===== src/rtl/add_sub_sat_pipe_pkg.sv =====
// Shared definitions for the saturating add/sub/accumulate pipeline:
// operation encodings and the signed range limits as functions of width.
package add_sub_sat_pkg;

  localparam logic [1:0] OP_ADD  = 2'd0;
  localparam logic [1:0] OP_SUB  = 2'd1;
  localparam logic [1:0] OP_ACC  = 2'd2;
  localparam logic [1:0] OP_LOAD = 2'd3;

  // Largest positive two's complement value of the given width, as a bit
  // pattern in the low 'width' bits (2^(width-1) - 1).
  function automatic logic [63:0] sat_max(input int width);
    sat_max = (64'd1 << (width - 32'sd1)) - 64'd1;
  endfunction

  // Most negative two's complement value of the given width, as a bit
  // pattern in the low 'width' bits (-2^(width-1)).
  function automatic logic [63:0] sat_min(input int width);
    sat_min = 64'd1 << (width - 32'sd1);
  endfunction

endpackage


===== src/rtl/add_sub_sat_pipe_sat_clamp.sv =====
// Combinational clamp of a WIDTH+1 bit signed value into WIDTH bits.
// Overflow shows up as disagreement between the two top bits; the top bit
// then tells which rail to clamp to.
module sat_clamp #(
  parameter int WIDTH = 16
) (
  input  logic [WIDTH:0]   i_sum,
  output logic [WIDTH-1:0] o_res,
  output logic             o_sat
);
  import add_sub_sat_pkg::*;

  localparam logic [WIDTH-1:0] MAX_V = WIDTH'(sat_max(WIDTH));
  localparam logic [WIDTH-1:0] MIN_V = WIDTH'(sat_min(WIDTH));

  // Select the in-range value or the saturation rail
  always_comb begin
    o_res = i_sum[WIDTH-1:0];
    o_sat = 1'b0;
    if (i_sum[WIDTH] != i_sum[WIDTH-1]) begin
      o_sat = 1'b1;
      if (i_sum[WIDTH]) begin
        o_res = MIN_V;
      end else begin
        o_res = MAX_V;
      end
    end else begin
      o_res = i_sum[WIDTH-1:0];
      o_sat = 1'b0;
    end
  end

endmodule


===== src/rtl/add_sub_sat_pipe.sv =====
// Two-stage saturating add/sub/accumulate unit with valid/ready on both
// sides. The accumulator updates at accept so back-to-back ACC ops never
// stall; S1 carries the raw sum (or the already-clamped acc result) and S2
// holds the final clamped value that drives the outputs.
module add_sub_sat_pipe #(
  parameter int WIDTH = 16
) (
  input  logic             clk_in,
  input  logic             rst_in,
  input  logic             valid_in,
  output logic             ready_out,
  input  logic [1:0]       op_in,
  input  logic [WIDTH-1:0] a_in,
  input  logic [WIDTH-1:0] b_in,
  output logic             valid_out,
  input  logic             ready_in,
  output logic [WIDTH-1:0] c_out,
  output logic             sat_out,
  output logic [WIDTH-1:0] acc_out,
  input  logic             clr_sticky_in,
  output logic             sat_sticky_out
);
  import add_sub_sat_pkg::*;

  // Stage and state registers
  logic             r_s1_valid;
  logic [WIDTH:0]   r_s1_val;
  logic             r_s1_sat;
  logic [1:0]       r_s1_op;
  logic             r_s2_valid;
  logic [WIDTH-1:0] r_s2_c;
  logic             r_s2_sat;
  logic [WIDTH-1:0] r_acc;
  logic             r_sticky;

  // Datapath wires
  logic [WIDTH:0]   w_a_ext;
  logic [WIDTH:0]   w_b_ext;
  logic [WIDTH:0]   w_sum;
  logic [WIDTH:0]   w_diff;
  logic [WIDTH:0]   w_acc_sum;
  logic [WIDTH-1:0] w_acc_res;
  logic             w_acc_sat;
  logic [WIDTH:0]   w_s1_val_next;
  logic             w_s1_sat_next;
  logic [WIDTH-1:0] w_s2_c_next;
  logic             w_clamp_sat;
  logic             w_s2_sat_next;
  logic             w_accept;
  logic             w_s2_load;
  logic             w_acc_op;

  assign w_a_ext   = {a_in[WIDTH-1], a_in};
  assign w_b_ext   = {b_in[WIDTH-1], b_in};
  assign w_sum     = w_a_ext + w_b_ext;
  // Subtraction as a + ~b + 1 in WIDTH+1 bits keeps b = MIN exact.
  assign w_diff    = w_a_ext + ~w_b_ext + {{WIDTH{1'b0}}, 1'b1};
  assign w_acc_sum = {r_acc[WIDTH-1], r_acc} + w_a_ext;

  assign ready_out = !rst_in && (!r_s1_valid || !r_s2_valid || ready_in);
  assign w_accept  = valid_in && ready_out;
  assign w_s2_load = r_s1_valid && (!r_s2_valid || ready_in);
  assign w_acc_op  = (r_s1_op == OP_ACC) || (r_s1_op == OP_LOAD);

  // Clamp on the accumulator path, resolved before S1
  sat_clamp #(.WIDTH(WIDTH)) u_clamp_acc (
    .i_sum (w_acc_sum),
    .o_res (w_acc_res),
    .o_sat (w_acc_sat)
  );

  // Clamp at the S1 to S2 boundary
  sat_clamp #(.WIDTH(WIDTH)) u_clamp_s2 (
    .i_sum (r_s1_val),
    .o_res (w_s2_c_next),
    .o_sat (w_clamp_sat)
  );

  // Choose the value and precomputed flag that S1 captures for each op
  always_comb begin
    w_s1_val_next = w_sum;
    w_s1_sat_next = 1'b0;
    case (op_in)
      OP_ADD: begin
        w_s1_val_next = w_sum;
        w_s1_sat_next = 1'b0;
      end
      OP_SUB: begin
        w_s1_val_next = w_diff;
        w_s1_sat_next = 1'b0;
      end
      OP_ACC: begin
        w_s1_val_next = {w_acc_res[WIDTH-1], w_acc_res};
        w_s1_sat_next = w_acc_sat;
      end
      OP_LOAD: begin
        w_s1_val_next = w_a_ext;
        w_s1_sat_next = 1'b0;
      end
      default: begin
        w_s1_val_next = w_sum;
        w_s1_sat_next = 1'b0;
      end
    endcase
  end

  // Acc ops already know their flag; add/sub take it from the clamp
  always_comb begin
    w_s2_sat_next = w_clamp_sat;
    if (w_acc_op) begin
      w_s2_sat_next = r_s1_sat;
    end else begin
      w_s2_sat_next = w_clamp_sat;
    end
  end

  // Stage 1: capture operation on accept, empty when it moves to S2
  always_ff @(posedge clk_in or posedge rst_in) begin
    if (rst_in) begin
      r_s1_valid <= 1'b0;
      r_s1_val   <= '0;
      r_s1_sat   <= 1'b0;
      r_s1_op    <= OP_ADD;
    end else if (w_accept) begin
      r_s1_valid <= 1'b1;
      r_s1_val   <= w_s1_val_next;
      r_s1_sat   <= w_s1_sat_next;
      r_s1_op    <= op_in;
    end else if (w_s2_load) begin
      r_s1_valid <= 1'b0;
    end
  end

  // Stage 2: clamped result, held stable while downstream stalls
  always_ff @(posedge clk_in or posedge rst_in) begin
    if (rst_in) begin
      r_s2_valid <= 1'b0;
      r_s2_c     <= '0;
      r_s2_sat   <= 1'b0;
    end else if (w_s2_load) begin
      r_s2_valid <= 1'b1;
      r_s2_c     <= w_s2_c_next;
      r_s2_sat   <= w_s2_sat_next;
    end else if (ready_in) begin
      r_s2_valid <= 1'b0;
    end
  end

  // Accumulator updates at accept for ACC and LOAD only
  always_ff @(posedge clk_in or posedge rst_in) begin
    if (rst_in) begin
      r_acc <= '0;
    end else if (w_accept && (op_in == OP_ACC)) begin
      r_acc <= w_acc_res;
    end else if (w_accept && (op_in == OP_LOAD)) begin
      r_acc <= a_in;
    end
  end

  // Sticky saturation flag; a new saturated result beats a clear
  always_ff @(posedge clk_in or posedge rst_in) begin
    if (rst_in) begin
      r_sticky <= 1'b0;
    end else if (w_s2_load && w_s2_sat_next) begin
      r_sticky <= 1'b1;
    end else if (clr_sticky_in) begin
      r_sticky <= 1'b0;
    end
  end

  assign valid_out      = r_s2_valid;
  assign c_out          = r_s2_c;
  assign sat_out        = r_s2_sat;
  assign acc_out        = r_acc;
  assign sat_sticky_out = r_sticky;

endmodule


===== config.mk =====
export PLATFORM = sky130hd
export DESIGN_NAME = add_sub_sat_pipe
export DESIGN_NICKNAME = d
export VERILOG_FILES = /design/src/rtl/add_sub_sat_pipe_pkg.sv /design/src/rtl/add_sub_sat_pipe_sat_clamp.sv /design/src/rtl/add_sub_sat_pipe.sv
export SDC_FILE = /design/constraint.sdc
export NUM_CORES = 1
export LEC_CHECK = 0
export CAP_MARGIN = 20
export CORE_ASPECT_RATIO = 0.75
export CORE_MARGIN = 4
export CORE_UTILIZATION = 50
export DETAILED_ROUTE_END_ITERATION = 7
export PLACE_DENSITY_LB_ADDON = 0.1
export SLEW_MARGIN = 10
export SYNTH_ARGS = -nofsm -noshare
export SYNTH_HDL_FRONTEND = slang
export SYNTH_SLANG_ARGS = --single-unit

===== constraint.sdc =====
create_clock -name clk_in -period 5.2 [get_ports clk_in]
set_clock_uncertainty 0.2 [all_clocks]
set_input_delay 1.04 -clock clk_in [delete_from_list [all_inputs] [get_ports clk_in]]
set_output_delay 1.04 -clock clk_in [all_outputs]
set_load 0.01 [all_outputs]

==> flow_summary.json <==
{
  "area_growth_pct": 20.1,
  "min_path_cells": 2,
  "vias": 4909,
  "clock-sinks": 55,
  "die_x_um": 124,
  "holdCritPathClass": "flip-flop to flip-flop",
  "pin_count": 75,
  "core_sq_um": 9740,
  "min-delay-start": "r_s1_sat$_DFFE_PP0P_",
  "grt_pass1_vias": 4575,
  "crit_required_ns": 5.19,
  "reg2reg_slack_ns": 1.69,
  "wl_per_cell_um": 18.4,
  "post-route-period-util": 0.849,
  "drtIter0Drc": 399,
  "grt_pass1_wl_mm": 23.8,
  "start_kind": "input port",
  "drc": 0,
  "setup_viol": 0,
  "synth_xor_area_frac": 0.0521,
  "cts_tree": "yes",
  "synthAdderAreaFrac": 0.136,
  "synth.distinct_cells": 72,
  "grt_use_total": 0.259,
  "cts-buffers-inserted": 5,
  "p_switching_mw": 0.877,
  "drive_above_1_share": 0.0696,
  "p_sw_frac": 0.401,
  "synth-seq-area-share": 0.273,
  "slew_viol_final": 0,
  "fin_crit_ns": 4.41,
  "drv_cap": 0,
  "fin_setup_tns_ns": 0,
  "worstPathArrival_ns": 4.41,
  "wl_mm": 15.1,
  "status": "completed",
  "syn-num-nets": 722,
  "final_area_sq_um": 6050,
  "ys_warn_count": 0,
  "viasPerCell": 5.97,
  "ctsResizeCount": 0,
  "power.total_mw": 2.19,
  "async_flop_share": 1.00,
  "synthCells": 630,
  "placementRows": 31,
  "synth_top_family_by_area": "compound AO/OA/AOI/OAI gates",
  "cp-end-kind": "flip-flop",
  "synth.cell_area_sq_um": 5040,
  "slew_headroom": 0.347,
  "port_buffers": 74,
  "reg2reg_from": "acc_out[0]$_DFFE_PP0P_",
  "max-clock-path-buffers": 2,
  "synth-edff-count": 0,
  "dp_hpwl_mm": 11.7,
  "synthSimpleGateAreaFrac": 0.159,
  "synthMuxAreaShare": 0,
  "diodes": 0,
  "synthFlopType": "dfrtp_1",
  "final_nets": 782,
  "intPower_mw": 1.31,
  "hold_violations": 0,
  "place.gp.congestion": 0.952,
  "start_util": 0.518,
  "grt_overflow": 0,
  "worstRegToRegCells": 10,
  "crit_fanout": 14,
  "ys_ff_latch": 55,
  "holdBufCountCts": 0,
  "clock_latency_ns": 0.30,
  "grt_max_degree": 56,
  "dieArea_sq_um": 11800,
  "p_leak_nw": 2.62,
  "comb_power_share": 0.527,
  "drtAntennaViolNets": 0,
  "root_buffer": "clkbuf_16",
  "sequentialPowerShare": 0.300,
  "first_pass_iters": 5,
  "htree_levels": 2,
  "timing.fmax_mhz": 227,
  "clock_power_share": 0.172,
  "antenna_found_initial": 0,
  "worstSetupPathType": "input port to flip-flop",
  "synth_compound_area_frac": 0.317,
  "syn-mean-instance-area_sq_um": 8.00,
  "vdd_ir_drop_max_uv": 147,
  "hold_end": "r_s1_sat$_DFFE_PP0P_",
  "path_clk_slew_ns": 0.07,
  "power.density_nw_per_um2": 361,
  "r2r-end": "r_s1_val[1]$_DFFE_PP0P_",
  "worst_slew_pin_slew_ns": 0.976,
  "post_cts_buffers": 0,
  "rsz0062_at_grt": "no",
  "fp.dieH_um": 94.9,
  "placed_area_sq_um": 5880
}
==> state kept, by name (all words and copies together) (netlist names) <==
signal / cells
valid_out: 1
r_s1_sat: 1
c_out: 16
r_s1_op: 1
r_s1_valid: 1
acc_out: 16
sat_out: 1
r_s1_val: 17
sat_sticky_out: 1
==> cells in the mapped netlist, types with 3 or more instances <==
cell type | n | share of area
buf_2 | 3 | 0.0030
clkbuf_1 | 23 | 0.017
inv_1 | 45 | 0.034
a31o_2 | 3 | 0.0052
nand3_1 | 11 | 0.011
buf_4 | 4 | 0.0060
o21ai_1 | 7 | 0.0070
ha_1 | 50 | 0.12
a21o_1 | 11 | 0.016
xor2_1 | 13 | 0.023
a211oi_1 | 7 | 0.010
nand2b_1 | 5 | 0.0062
a31oi_1 | 23 | 0.029
a221oi_2 | 3 | 0.0089
o21a_1 | 3 | 0.0045
nand2_2 | 3 | 0.0037
and3_1 | 4 | 0.0050
o21ai_0 | 30 | 0.030
nand2_1 | 59 | 0.044
o31a_1 | 4 | 0.0070
o21bai_1 | 3 | 0.0045
nor2_1 | 62 | 0.046
o22ai_1 | 5 | 0.0062
o31ai_1 | 8 | 0.012
a21oi_1 | 83 | 0.082
a21oi_2 | 3 | 0.0052
fa_1 | 3 | 0.012
o211ai_1 | 7 | 0.010
nor2b_1 | 9 | 0.011
o221ai_1 | 4 | 0.0070
a21boi_1 | 4 | 0.0060
dfrtp_1 | 55 | 0.27
xnor2_1 | 17 | 0.030
nor3_1 | 7 | 0.0070
==> area by class of cell <==
cell class                 count  area (sq um)
clock buffer                   6           129
clock inverter                 1          30.0
fill                         885          3680
inverter                      45           169
multi-input combinational    497          3340
sequential                    55          1380
tap                          132           165
timing repair buffer          86           838
==> how the worst max path moves through the flow <==
stage / start / end / slack [ns] / depth (start not counted)
2_1_floorplan: a_in[0] / r_s1_val[10]$_DFFE_PP0P_ / 1.64 / 10
3_3_place_gp: a_in[0] / r_s1_val[1]$_DFFE_PP0P_ / 0.62 / 11
3_5_place_dp: a_in[0] / r_s1_val[1]$_DFFE_PP0P_ / 0.56 / 11
4_1_cts: a_in[0] / r_s1_val[1]$_DFFE_PP0P_ / 0.85 / 11
5_1_grt: a_in[0] / r_s1_val[1]$_DFFE_PP0P_ / 0.60 / 11
6_report: a_in[0] / r_s1_val[1]$_DFFE_PP0P_ / 0.79 / 11
==> layout by cell type (no fill, tap or decap), drive strengths merged, types with 5 or more instances in the layout <==
cell type	instances
a211oi	9
a21boi	6
a21o	11
a21oi	87
a31oi	23
buf	12
clkbuf	6
clkdlybuf4s50	74
dfrtp	55
ha	50
inv	45
nand2	62
nand2b	5
nand3	11
nor2	63
nor2b	9
nor3	7
o211ai	8
o21ai	38
o22ai	5
o31ai	9
xnor2	17
xor2	13
==> worst max-delay path, stage by stage <==
cell and delay (ns):
clkdlybuf4s50_1 0.50, ha_1 0.30, fa_1 0.42, a21o_1 0.20, a221oi_2 0.34, and4b_1 0.26
o211ai_2 0.20, a41oi_2 0.51, o31ai_1 0.32, a221oi_2 0.11, a21o_1 0.19
==> kinds of logic (layout without fill, tap and decap cells) <==
kind of cell	count (synthesis)	count (layout)
fa+ha+maj	53	53
simple gates	177	177
compound gates	237	237
xor+xnor	30	30
buf+inv	78	138
flops	55	55
==> metrics by stage <==
| stage | cells | hold WS [ns] | setup slack (ns) | util |
|---|---|---|---|---|
| 2_1_floorplan | 630 | 0.250 | 1.64 | - |
| 4_1_cts | 821 | 0.286 | 0.851 | 0.620 |
| 6_report | 822 | 0.283 | 0.786 | 0.622 |
| 3_3_place_gp | 814 | 0.269 | 0.616 | 0.604 |
| 3_5_place_dp | 814 | 0.270 | 0.557 | 0.604 |
| 5_1_grt | 822 | 0.332 | 0.602 | 0.622 |
==> layer usage <==
metal / wire length [um] / vias up / track usage
li1: - / 2384 / -
met1: 7440 / 2307 / 0.399
met2: 6300 / 200 / 0.385
met3: 1240 / 18 / 0.0407
met4: 162 / 0 / 0.0428
met5: 0 / - / 0
==> power groups by stage <==
stage | combinational [mW] | sequential, mW | clock (mW)
after global routing | 1.27 | 0.672 | 0.394
after global placement | 1.12 | 0.661 | 0
after CTS | 1.14 | 0.657 | 0.382
after detailed placement | 1.13 | 0.664 | 0
final | 1.15 | 0.657 | 0.377
after floorplan | 0.693 | 0.681 | 0
Power figures use the tool's default switching activity.
